===== config.mk =====
export PLATFORM = sky130hd
export DESIGN_NAME = button_command_conditioner
export DESIGN_NICKNAME = d
export VERILOG_FILES = /design/src/rtl/fsm_cmd_pkg.sv /design/src/rtl/debounce_sync.sv /design/src/rtl/button_command_conditioner.sv
export SDC_FILE = /design/constraint.sdc
export NUM_CORES = 1
export LEC_CHECK = 0
export CAP_MARGIN = 30
export CORE_UTILIZATION = 35
export DETAILED_ROUTE_END_ITERATION = 6
export GPL_TIMING_DRIVEN = 0
export PLACE_DENSITY = 0.5
export SETUP_SLACK_MARGIN = 0.4
export SLEW_MARGIN = 5
export SYNTH_ARGS = -nofsm -noshare
export SYNTH_HDL_FRONTEND = slang
export SYNTH_SLANG_ARGS = --single-unit

===== constraint.sdc =====
create_clock -name clk -period 1.6 [get_ports clk]
set_input_delay 0.32 -clock clk [delete_from_list [all_inputs] [get_ports clk]]
set_output_delay 0.32 -clock clk [all_outputs]
set_load 0.01 [all_outputs]

===== src/rtl/fsm_cmd_pkg.sv =====
// Command codes and FSM state type shared by the button conditioner and the display FSM.
package fsm_cmd_pkg;

  localparam int NUM_KEYS = 3;

  // Key index order inside every {clear,back,fwd} vector.
  localparam int KEY_FWD   = 0;
  localparam int KEY_BACK  = 1;
  localparam int KEY_CLEAR = 2;

  localparam logic [1:0] CMD_HOLD  = 2'b00;
  localparam logic [1:0] CMD_FWD   = 2'b01;
  localparam logic [1:0] CMD_BACK  = 2'b10;
  localparam logic [1:0] CMD_BLANK = 2'b11;

  typedef enum logic {
    IDLE    = 1'b0,
    PENDING = 1'b1
  } state_t;

  // Clear wins outright; fwd and back together cancel into a blank.
  function automatic logic [1:0] press_code(input logic [NUM_KEYS-1:0] press);
    logic [1:0] code;
    code = CMD_HOLD;
    if (press[KEY_CLEAR])                        code = CMD_BLANK;
    else if (press[KEY_FWD] && press[KEY_BACK])  code = CMD_BLANK;
    else if (press[KEY_FWD])                     code = CMD_FWD;
    else if (press[KEY_BACK])                    code = CMD_BACK;
    return code;
  endfunction

endpackage


===== src/rtl/debounce_sync.sv =====
// One key: two-flop synchroniser, debounce counter, stable level and a registered press pulse.
module debounce_sync #(
  parameter int DEBOUNCE_CYCLES = 1_000_000,
  parameter int CNT_W           = 20
) (
  input  logic clk,
  input  logic reset,
  input  logic key_n,
  output logic level,
  output logic press_pulse
);

  localparam logic [CNT_W-1:0] LAST = CNT_W'(DEBOUNCE_CYCLES - 1);

  logic             sync1, sync2;
  logic             stable;
  logic             armed;
  logic [CNT_W-1:0] count;
  logic [1:0]       vld_pipe;

  // armed: the key must be seen released after reset before a press counts,
  // so a key held through reset release never issues a command.
  always_ff @(posedge clk or negedge reset) begin
    if (!reset) begin
      sync1       <= 1'b0;
      sync2       <= 1'b0;
      stable      <= 1'b0;
      armed       <= 1'b0;
      count       <= '0;
      vld_pipe    <= '0;
      press_pulse <= 1'b0;
    end else begin
      sync1       <= ~key_n;
      sync2       <= sync1;
      vld_pipe    <= {vld_pipe[0], 1'b1};
      press_pulse <= 1'b0;
      if (vld_pipe[1] && !sync2) armed <= 1'b1;
      if (sync2 == stable) begin
        count <= '0;
      end else if (count == LAST) begin
        stable      <= sync2;
        count       <= '0;
        press_pulse <= sync2 & armed;
      end else begin
        count <= count + 1'b1;
      end
    end
  end

  assign level = stable;

endmodule


===== src/rtl/button_command_conditioner.sv =====
// Turns three raw active-low keys into one held command per press, consumed by tick.
module button_command_conditioner
  import fsm_cmd_pkg::*;
#(
  parameter int DEBOUNCE_CYCLES = 1_000_000,
  parameter int CNT_W           = 20
) (
  input  logic       clk,
  input  logic       reset,
  input  logic       btn_fwd_n,
  input  logic       btn_back_n,
  input  logic       btn_clear_n,
  input  logic       tick,
  output logic [1:0] cmd,
  output logic       cmd_pending,
  output logic       overrun,
  output logic [2:0] btn_level
);

  logic [NUM_KEYS-1:0] press;
  logic [1:0]          code;
  state_t              state;

  debounce_sync #(
    .DEBOUNCE_CYCLES (DEBOUNCE_CYCLES),
    .CNT_W           (CNT_W)
  ) u_key [NUM_KEYS-1:0] (
    .clk         (clk),
    .reset       (reset),
    .key_n       ({btn_clear_n, btn_back_n, btn_fwd_n}),
    .level       (btn_level),
    .press_pulse (press)
  );

  assign code = press_code(press);

  // cmd doubles as the held-code register: it is only non-zero while PENDING.
  always_ff @(posedge clk or negedge reset) begin
    if (!reset) begin
      state       <= IDLE;
      cmd         <= CMD_HOLD;
      cmd_pending <= 1'b0;
      overrun     <= 1'b0;
    end else begin
      overrun <= 1'b0;
      case (state)
        IDLE: begin
          if (|press) begin
            state       <= PENDING;
            cmd         <= code;
            cmd_pending <= 1'b1;
          end
        end
        PENDING: begin
          if (|press) begin
            // With tick the old code is consumed this cycle, so nothing is lost.
            cmd     <= code;
            overrun <= ~tick;
          end else if (tick) begin
            state       <= IDLE;
            cmd         <= CMD_HOLD;
            cmd_pending <= 1'b0;
          end
        end
        default: begin
          state       <= IDLE;
          cmd         <= CMD_HOLD;
          cmd_pending <= 1'b0;
        end
      endcase
    end
  end

endmodule


======== Yosys cells after proc, flatten, opt, wreduce, memory -nomap -nowiden ========
Index checks and enable logic that the tools add are counted.
storage, ports and cells
  flip-flop bits (word level) ............. 86
  output and inout bits ................... 7
  logic and storage cells ................. 92
cells by class
  $add $sub $neg .......................... 3
  equality and inequality tests ........... 10
  multiplexer cells ....................... 30
  bitwise gates (word level) .............. 11
  reductions and logical operators ........ 13
operator list
  kind                                                              number
  20-bit two-way mux                                                6
  20-bit by 1-bit adder with 20-bit output (second input constant)  3
  20-bit == test (second input constant)                            3
  1-bit two-way mux                                                 14
  2-bit two-way mux                                                 7
  1-bit inverter                                                    8
  2-bit AND reduction                                               4
  2-bit != test (second input constant)                             3
  1-bit logical AND                                                 4
  1-bit one-hot mux with 2 select lines                             2
  2-bit one-hot mux with 2 select lines                             1
  1-bit AND                                                         3
  1-bit == test                                                     3
  1-bit zero test                                                   3
  3-bit by 2-bit != test with 1-bit output (second input constant)  1
  3-bit AND reduction                                               1
  3-bit OR reduction                                                1

======== Logic depth before layout (Yosys ltp) ========
Gate-level depths: netlist of the first run.
  word-level depth ........................ 6
  gate-level depth with buffers ........... 6

======== Cells and area by module ========
A second synthesis of the first run with hierarchy kept.
unflattened totals
  cells, all modules ...................... 374
  area total of the unflattened synthesis .. 3976.3 µm²
modules (own cells, without submodules)
  module                         times used  cells each  area each (µm²)  seq. area each (µm²)
  debounce_sync at u_key[1] ...  2           118         1268.7           675.6
  debounce_sync at u_key[0]      1           120         1234.9           675.6
  button_command_conditioner     1           18          203.9            125.1

======== Worst setup path before layout of the first run ========
Ideal clock, no wire load.
  path type ............................... register to register
  start point ............................. reg u_key[0].count[9]
  end point ............................... reg u_key[0].count[17]
  arrival ................................. 1.656 ns
  data required time ...................... 1.522 ns
  path slack .............................. -0.134 ns
  stages on the path, launching flop included .. 6
  buffers on the path ..................... 1
  cell sequence ........................... dfrtp_1 > nand4_2 > or3_1 > buf_2 > or4_1 > a21oi_1
between the ends
  cells in the longest elaborated chain, start to end .. 3
  elaborated cells on any way between the ends .. 4
  those cells by class .................... add/sub: 1; eq/ne: 1; mux: 2
ends and longest elaborated chain
  item                                                                        RTL line                                  source
  start, declared                                                             debounce_sync.sv:18                       logic [CNT_W-1:0] count;
  start signal, assigned                                                      debounce_sync.sv:45                       count <= count + 1'b1;
  20-bit by 1-bit adder with 20-bit output or 20-bit == test (tied branches)  debounce_sync.sv:45, debounce_sync.sv:40
  20-bit two-way mux (*)                                                      debounce_sync.sv:40                       end else if (count == LAST) begin
  20-bit two-way mux (*)                                                      debounce_sync.sv:38                       if (sync2 == stable) begin
Every way passes the cells marked *; elsewhere a longest branch is shown, timed or not.
A chain may end at the register's enable or synchronous reset.

======== Worst setup path after layout of the first run ========
  start point ............................. reg u_key[0].count[19]
  end point ............................... reg u_key[0].count[15]
between the ends
  cells in the longest elaborated chain, start to end .. 3
ends and longest elaborated chain
  item                RTL line
  20-bit == test      debounce_sync.sv:40
  20-bit two-way mux  debounce_sync.sv:40
  20-bit two-way mux  debounce_sync.sv:38
Every way passes these cells.

==> flow_summary.toml, run 1 <==
[outcome]
status = "finished with violations"
violations = "negative setup slack"

[clock_tree]
clkSlewWorstSetupHoldPaths_ns = 0.08
cts_sinks = 82
ctsHtreeMaxLevel = 3
cts_buffers = 9
clk_latency_ns = 0.35
cts_max_path_buffers = 2
cts_tree = "built"
clockRootBuffer = "clkbuf_8"

[pwr]
power_frac_seq_pct = 51.3
internal_power_mw = 3.248
switchingPower_mw = 0.9181
power_per_cell_area_nw_per_um2 = 758.0
ir_drop_v = 0.0004917
switching_share_pct = 22.04
combPwrFrac_pct = 5.6
p_total_mw = 4.166
clkPwrFrac_pct = 43.1
power_leakage_nw = 2.254

[die]
dieArea_um2 = 11230
die_width_um = 106.0
initial_core_util_pct = 36.31
top_level_ports = 13
rows = 37
core_area_um2 = 10420
die-height_um = 106.0

[global_route]
track_usage_pct = 16.36
grt_pass1_vias = 3130
grt_antenna_before_repair = 0
grt_overflow_total = 0
grt_pass1_wl_um = 14660
grt_max_degree = 56

[timing]
hold_slack_ns = 0.3542
slew_viol_final = 0
setup_viol_count_final = 22
fin_crit_sh_pct = 105.2
hold_viol_final = 0
final.setup.worst_slack_ns = -0.08374
period_needed_ns = 1.684
rsz0062_at_grt = "yes"
max_freq_mhz = 593.9
fin_skew_ns = 0.01218

[finish]
stdcell_count = 613
drive_gt1_share_pct = 42.56
syn_to_final_growth_pct = 45.32
final.fill_count = 940
insertedDiodeCount = 0
final_util_pct = 52.77
layout.nets = 481

[critical_path]
start_kind = "register"
cp.required_ns = 1.83
crit_fanout = 10
endpoint_kind = "register"
critPathKind = "reg -> reg"
cp.arrival_ns = 1.91

[logic_synthesis]
netlist-cell-type-count = 37
seq_area_frac_synth_pct = 54.25
syn_avg_cell_area_um2 = 10.09
synth.cell_area_um2 = 3782
yosys_warnings = 0
yosysTopAreaCell = "dfrtp_1"
synth_edf_count = 0
yosys.cell_count.top_type = "dfrtp_1"
synth_seq_cells = 82
synth.top_cell.area_share_pct = 54.25
ys.flop_type = "dfrtp_1"
synth_nets = 384
synthTopCellsByCount = "82 x dfrtp_1, 53 x nor2_1, 28 x xnor2_1, 24 x nand2_1, 20 x inv_1"
synth-async-reset-ratio_pct = 100.0
yosys-top-cells-area = "dfrtp_1 54%, xnor2_1 6.5%, nor2_1 5.3%"
synthCells = 375

[detailed_routing]
viasPerCell = 4.941
wirelength_um = 8641
wl_per_cell_um = 14.10
detail-route-antenna-nets = 0
drc_errors = 0
num_vias = 3029
firstDrtPassIters = 4
drt-initial-drc-count = 85

[placed_design]
placed_cells = 524
gp_congestion = 0.7399
place_ws_ns = -0.2373
port_buffers = 12
dpl.hpwl_um = 5022

[hold_path]
hold_class = "reg -> reg"

[run]
maxCapViolations = 0
==> sequential cells by signal (all words and copies together), names as in the netlist <==
signal	count
cmd	2
cmd_pending	1
overrun	1
state	1
u_key.armed	3
u_key.count	60
u_key.level	3
u_key.press_pulse	3
u_key.sync1	3
u_key.sync2	3
u_key.vld_pipe	2
==> placed cells by master (no fill, tap or decap), types with 4 or more instances in the layout <==
cell type / n
a21oi_1: 4
a21oi_2: 10
and3_1: 4
and3_4: 4
buf_2: 4
buf_4: 62
buf_6: 18
clkbuf_8: 11
clkdlybuf4s50_1: 4
dfrtp_1: 67
dfrtp_2: 15
inv_1: 20
nand2_1: 22
nand3_1: 15
nand3_2: 4
nand4_1: 15
nor2_1: 25
nor2_2: 17
nor2_4: 11
nor3_1: 12
nor4_1: 5
nor4_4: 4
o21ai_0: 6
o31ai_1: 4
or3_1: 5
xnor2_1: 28
xor2_1: 14
==> worst max-delay path, cell delays in order (launching register included) <==
cell and delay [ns]:
dfrtp_1 0.39, inv_1 0.05, or4b_4 0.57, o31ai_4 0.27
clkbuf_8 0.22, a21oi_1 0.05
==> per-layer routing <==
| metal | GRT usage, % | vias up | routed length, um |
|---|---|---|---|
| li1 | - | 1506 | - |
| met4 | 5.754 | 0 | 122 |
| met5 | 0 | - | 0 |
| met3 | 3.924 | 11 | 244 |
| met2 | 26.84 | 37 | 4172 |
| met1 | 21.12 | 1475 | 4101 |
==> repair_timing <==
action                     in CTS  in global routing
pin swaps                      26                 16
cloned                          2                  0
setup endpoints to repair      73                 74
setup buffers                  53                 17
resized for setup              95                 47
hold buffers                    1                  0
hold endpoints to repair       27                  0
==> power groups by stage <==
stage | combinational [mW] | clock [mW] | sequential, mW
after floorplan | 0.0748 | 0 | 2.17
after detailed placement | 0.162 | 0 | 2.17
final | 0.234 | 1.80 | 2.14
after global routing | 0.260 | 1.94 | 2.14
after global placement | 0.153 | 0 | 2.17
after CTS | 0.214 | 1.88 | 2.13
==> cells by family after synthesis <==
kind of cell | share of synthesized area [%]
compound gates | 6.021
fa+ha+maj | 0.9925
buf+inv | 3.242
flops | 54.25
mux | 1.422
other cells | 0.09914
simple gates | 24.25
xor+xnor | 9.726
==> final timing paths <==
path	start	to	slack, ns	cells past startpoint
min	u_key[2].vld_pipe[0]	u_key[0].vld_pipe[1]	0.35	0
max in group asynchronous	reset	u_key[2].count[8]	0.55	3
min reg2reg	u_key[2].vld_pipe[0]	u_key[0].vld_pipe[1]	0.35	0
max reg2reg	u_key[0].count[19]	u_key[0].count[15]	-0.08	5
min in group asynchronous	reset	u_key[1].count[12]	0.42	2
max	u_key[0].count[19]	u_key[0].count[15]	-0.08	5
==> stage by stage <==
stage,TNS [ns],instance area [um^2]
after CTS,-1.502,5197
final,-1.557,5497
after global routing,-4.157,5497
after detailed placement,-5.605,4285
after global placement,-242.78,4260
after floorplan,-0.1573,3970
==> cell type report <==
cell class                 count  area [um^2]  share of cell area (%)
tap                          136        170.2                   3.096
sequential                    82         2071                   37.67
timing repair buffer          86        724.4                   13.18
buffer                         9        113.9                   2.071
inverter                      20        75.07                   1.366
clock inverter                 6        115.1                   2.094
clock buffer                  10        127.6                   2.322
multi-input combinational    264         2100                   38.20
No activity file was read; power rests on OpenSTA's default activity.
==> run 2, diff against run 1 <==
Settings changed: CELL_PAD_IN_SITES_DETAIL_PLACEMENT set to 1, CELL_PAD_IN_SITES_GLOBAL_PLACEMENT set to 2, PLACE_DENSITY 0.5 to 0.71.
==> run 2 against run 1 <==
Against the previous run:
- the run still ends with negative setup slack left
- global-route usage up 2.1 points
- clock power down 3%
- clock skew down 0.0063 ns
- combinational power up 16%
- highest routed layer unchanged
==> flow_summary.toml, run 2 (synthesis results as in run 1) <==
[detailed_routing]
wirelength_um = 9803
drt-initial-drc-count = 65
num_vias = 3144
firstDrtPassIters = 4
wl_per_cell_um = 15.74
viasPerCell = 5.047
drc_errors = 0
detail-route-antenna-nets = 0

[placed_design]
port_buffers = 12
gp_congestion = 0.7044
dpl.hpwl_um = 5529
place_ws_ns = -0.2981

[die]
rows = 37
dieArea_um2 = 11230
initial_core_util_pct = 36.31
core_area_um2 = 10420
die-height_um = 106.0
die_width_um = 106.0
top_level_ports = 13

[pwr]
ir_drop_v = 0.0004593
power_leakage_nw = 2.334
power_per_cell_area_nw_per_um2 = 749.5
p_total_mw = 4.155

[critical_path]
cp.required_ns = 1.85
r2r_setup_slack_ns = -0.10
endpoint_kind = "register"
cp.arrival_ns = 1.95
slowest_delay_ns = 0.44
slowest_stage = "dfrtp_1"
crit_fanout = 2
start_kind = "register"
cpMostUsedCell = "buf_6"
crit_chain = "buf_6 > nor4_2 > nand2_1 > buf_6 > nor3_4 > mux2_4"
critPathKind = "reg -> reg"

[finish]
regArea_um2 = 2067
final.fill_count = 1109
final_common_cell = "dfrtp_1"
syn_to_final_growth_pct = 46.54
multiInputGateArea_um2 = 2051
insertedDiodeCount = 0
largest_reg_flops = 60
layout_common_cells = "70 x dfrtp_1, 65 x buf_4, 28 x xnor2_1"
layout.nets = 491
drive_gt1_share_pct = 43.53
largest-register = "u_key.count"
final_util_pct = 53.21

[clock_tree]
cts_sinks = 82
clkSlewWorstSetupHoldPaths_ns = 0.09
cts_buffers = 9
cts_max_path_buffers = 2
clk_latency_ns = 0.35
cts_tree = "built"
clockRootBuffer = "clkbuf_8"
ctsHtreeMaxLevel = 3

[global_route]
grt_pass1_vias = 3368
met2_usage_pct = 31.51
track_usage_pct = 18.47
grt_overflow_total = 0
grt_pass1_wl_um = 16240
grt_max_degree = 64
top_usage_layer = "met2"
grt_antenna_before_repair = 0
grtUsageMet1_pct = 23.16
grt_util_met3_pct = 4.047

[outcome]
violations = "negative setup slack"
status = "finished with violations"

[timing]
setup_viol_count_final = 38
period_needed_ns = 1.701
max_freq_mhz = 587.8
hold_slack_ns = 0.3537
slew_viol_final = 0
hold_viol_final = 0
fin_skew_ns = 0.005880
fin_crit_sh_pct = 106.3
rsz0062_at_grt = "yes"
setup_tns_ns = -2.128
final.setup.worst_slack_ns = -0.1013

[run]
maxCapViolations = 0

[hold_path]
hold_class = "reg -> reg"
==> run 2: cell count changes in the layout (fill, tap and decap cells not counted), sizes merged <==
cell	change
buf	+8
inv	+3
bufinv	-1
clkbuf	+1
clkinv	-1
==> run 2: cell type report <==
| type | count | share of cell area (%) |
|---|---|---|
| clock buffer | 9 | 2.235 |
| buffer | 9 | 2.054 |
| inverter | 20 | 1.354 |
| sequential | 82 | 37.29 |
| tap | 136 | 3.070 |
| multi-input combinational | 264 | 37.00 |
| clock inverter | 7 | 1.941 |
| timing repair buffer | 96 | 15.06 |
==> run 2: layer usage <==
layer / vias to the layer above / wire [um] / part of all wire [%]
li1: 1526 / - / -
met1: 1580 / 4428 / 45
met2: 27 / 5047 / 51
met3: 11 / 189 / 1.9
met4: 0 / 139 / 1.4
met5: - / 0 / 0
==> run 2: where the power goes <==
group          internal [mW]  switching, mW
sequential              2.10         0.0305
combinational          0.131          0.141
clock                  0.909          0.841
==> run 2: worst paths after layout <==
path                                      end               start  depth (start not counted)
max in group asynchronous  u_key[0].count[12]               reset                          3
max                            u_key[0].level  u_key[0].count[11]                          6
max reg2reg                    u_key[0].level  u_key[0].count[11]                          6
min                            u_key[2].sync2      u_key[2].sync1                          0
min reg2reg                    u_key[2].sync2      u_key[2].sync1                          0
min in group asynchronous  u_key[1].count[15]               reset                          2
==> run 2: metrics by stage <==
stage               cells  cell area [um^2]
floorplan             375              3970
global placement      523              4260
detailed placement    524              4285
CTS                   597              5156
global route          623              5543
finish                623              5543
==> run 2: worst max-delay path, delay by kind of cell, from the launching register on <==
kind                   cells  cell delay, ns
muxes                      1            0.32
buffers and inverters      2            0.29
DFF                        1            0.44
and+or+nand+nor            3            0.54
==> run 2: what timing repair did <==
action | 4_1_cts | 5_1_grt
pin swaps | 15 | 15
hold buffers | 1 | 0
buffers inserted | 51 | 26
endpoints found under the setup margin | 73 | 73
gates cloned | 5 | 0
hold endpoints to repair | 19 | 0
resized for setup | 84 | 56
==> run 3, diff against run 2 <==
Settings changed: TNS_END_PERCENT set to 20.
==> run 3 against run 2 <==
Against the previous run:
- the flow still finishes with violations (negative setup slack)
- via count is 4.9% lower
- clock power increased by 8%
- flip-flop and latch count unchanged
- design area shrank 8.0%
- sequential share of layout area grew 3.2 points
- critical endpoint is now u_key[0].count[2]
==> flow_summary.toml, run 3 (synthesis results as in run 1) <==
[critical_path]
cp.required_ns = 1.85
r2r_cells = 6
regToRegStartpoint = "u_key[0].count[18]"
crit_fanout = 5
critPathKind = "reg -> reg"
crit_chain = "nand3_2 > or4b_4 > o31ai_4 > buf_6 > buf_8 > nor2_4"
cp.arrival_ns = 2.03
r2r_setup_slack_ns = -0.18
timing.rr.end = "u_key[0].count[2]"
slowest_delay_ns = 0.56
start_kind = "register"
crit_family = "simple AND/OR/NAND/NOR gates"
slowest_stage = "or4b_4"
endpoint_kind = "register"
cp_num_buf_inv = 2

[timing]
period_needed_ns = 1.781
hold_viol_final = 0
hold_slack_ns = 0.3551
final.setup.worst_slack_ns = -0.1807
fin_crit_sh_pct = 111.3
slew_viol_final = 0
setup_viol_count_final = 60
max_freq_mhz = 561.6
fin_skew_ns = 0.007634
rsz0062_at_grt = "yes"

[placed_design]
gp_congestion = 0.7285
place_ws_ns = -0.4302
port_buffers = 12
dpl.hpwl_um = 5588
placed_cell_area_um2 = 4140

[detailed_routing]
top_layer = "met4"
drc_errors = 0
firstDrtPassIters = 4
drt-initial-drc-count = 105
detail-route-antenna-nets = 0
met2WireLength_um = 4704
wirelength_um = 9274
num_vias = 2990
wl_per_cell_um = 16.04
dr_wl_met3_um = 167
met1_length_um = 4236
viasPerCell = 5.173

[pwr]
power_leakage_nw = 2.056
power_frac_seq_pct = 50.2
clkPwrFrac_pct = 44.5
combPwrFrac_pct = 5.3
internal_power_mw = 3.283
power_per_cell_area_nw_per_um2 = 832.9
p_total_mw = 4.248
switchingPower_mw = 0.9649
ir_drop_v = 0.0004708
switching_share_pct = 22.71

[global_route]
grt_overflow_total = 0
grt_pass1_vias = 3189
grt_antenna_before_repair = 0
track_usage_pct = 17.81
grt_max_degree = 54
grt_pass1_wl_um = 15740

[die]
top_level_ports = 13
initial_core_util_pct = 36.31
die-height_um = 106.0
dieArea_um2 = 11230
core_area_um2 = 10420
die_width_um = 106.0
rows = 37

[finish]
syn_to_final_growth_pct = 34.83
final_common_cell = "dfrtp_1"
layout_common_cells = "73 x dfrtp_1, 34 x nor2_1, 30 x buf_4"
insertedDiodeCount = 0
largest-register = "u_key.count"
drive_gt1_share_pct = 32.81
layout.nets = 446
postLayoutCellArea_um2 = 5100
largest_reg_flops = 60

[clock_tree]
ctsHtreeMaxLevel = 3
clk_latency_ns = 0.36
cts_max_path_buffers = 2
cts_sinks = 82
cts_tree = "built"
clkSlewWorstSetupHoldPaths_ns = 0.09
clockRootBuffer = "clkbuf_8"
cts_buffers = 9

[hold_path]
whs_path_depth = 0
whs_endpoint = "u_key[1].sync2"
worstHoldStart = "u_key[1].sync1"
hold_class = "reg -> reg"

[outcome]
status = "finished with violations"
violations = "negative setup slack"

[run]
maxCapViolations = 0
-- run 3: cell count changes in the layout (fill, tap and decap cells not counted), moves of 2 or more --
cell	before	now
mux2_4	3	1
mux2_2	0	2
nor2_2	27	15
buf_6	22	12
nor2_1	23	34
buf_4	65	30
inv_8	2	0
nor3_4	2	0
dfrtp_2	12	9
or4_1	2	4
or4_4	3	1
dfrtp_1	70	73
-- run 3: worst max-delay path by stage --
stage,from,endpoint,slack [ns],cells past startpoint
2_1_floorplan,u_key[0].count[8],u_key[0].count[17],-0.05,5
3_3_place_gp,reset,u_key[0].count[0],-2.98,1
3_5_place_dp,u_key[2].count[0],u_key[2].count[4],-0.43,6
4_1_cts,u_key[0].count[18],u_key[0].count[17],-0.19,5
5_1_grt,u_key[0].count[18],u_key[0].count[3],-0.25,6
6_report,u_key[0].count[18],u_key[0].count[2],-0.18,6
-- run 3: layer usage --
layer	vias up	track usage [%]
met5	-	0
met4	0	7.540
met3	13	2.575
met2	26	29.60
met1	1513	23.24
li1	1438	-
-- run 3: final cells by class --
| type | instances | area, um^2 |
|---|---|---|
| multi-input cells | 264 | 1952 |
| clock buffers | 10 | 137.6 |
| well taps | 136 | 170.2 |
| inverters | 20 | 75.07 |
| fillers | 1145 | 5316 |
| clock inverters | 6 | 113.9 |
| repair buffers | 51 | 474.2 |
| flip-flops and latches | 82 | 2063 |
| plain buffers | 9 | 113.9 |
-- run 3: stage by stage --
step	setup TNS, ns	std cells	utilization, %
6_report	-4.911	578	48.96
4_1_cts	-6.073	566	46.37
5_1_grt	-9.726	578	48.96
2_1_floorplan	-0.3305	375	-
3_5_place_dp	-17.19	524	39.75
3_3_place_gp	-259.49	523	39.51
-- run 3: power by group through the flow --
stage / registers (mW) / logic, mW / clock network (mW)
floorplan: 2.16 / 0.0639 / 0
global placement: 2.17 / 0.144 / 0
detailed placement: 2.17 / 0.153 / 0
CTS: 2.13 / 0.199 / 1.94
global route: 2.14 / 0.254 / 2.01
finish: 2.13 / 0.225 / 1.89
-- run 3: worst reg2reg max path, stage by stage (launching register included) --
cell and delay [ns]:
dfrtp_1 0.39, nand3_2 0.11, or4b_4 0.56, o31ai_4 0.27, buf_6 0.17, buf_8 0.14, nor2_4 0.04
-- run 3: repair_timing --
| action | in CTS | in global routing |
|---|---|---|
| hold buffers | 1 | 0 |
| setup endpoints to repair | 73 | 73 |
| pin swaps | 30 | 17 |
| resized for setup | 83 | 46 |
| hold endpoints to repair | 29 | 0 |
| buffers inserted | 21 | 11 |
| cloned | 4 | 1 |
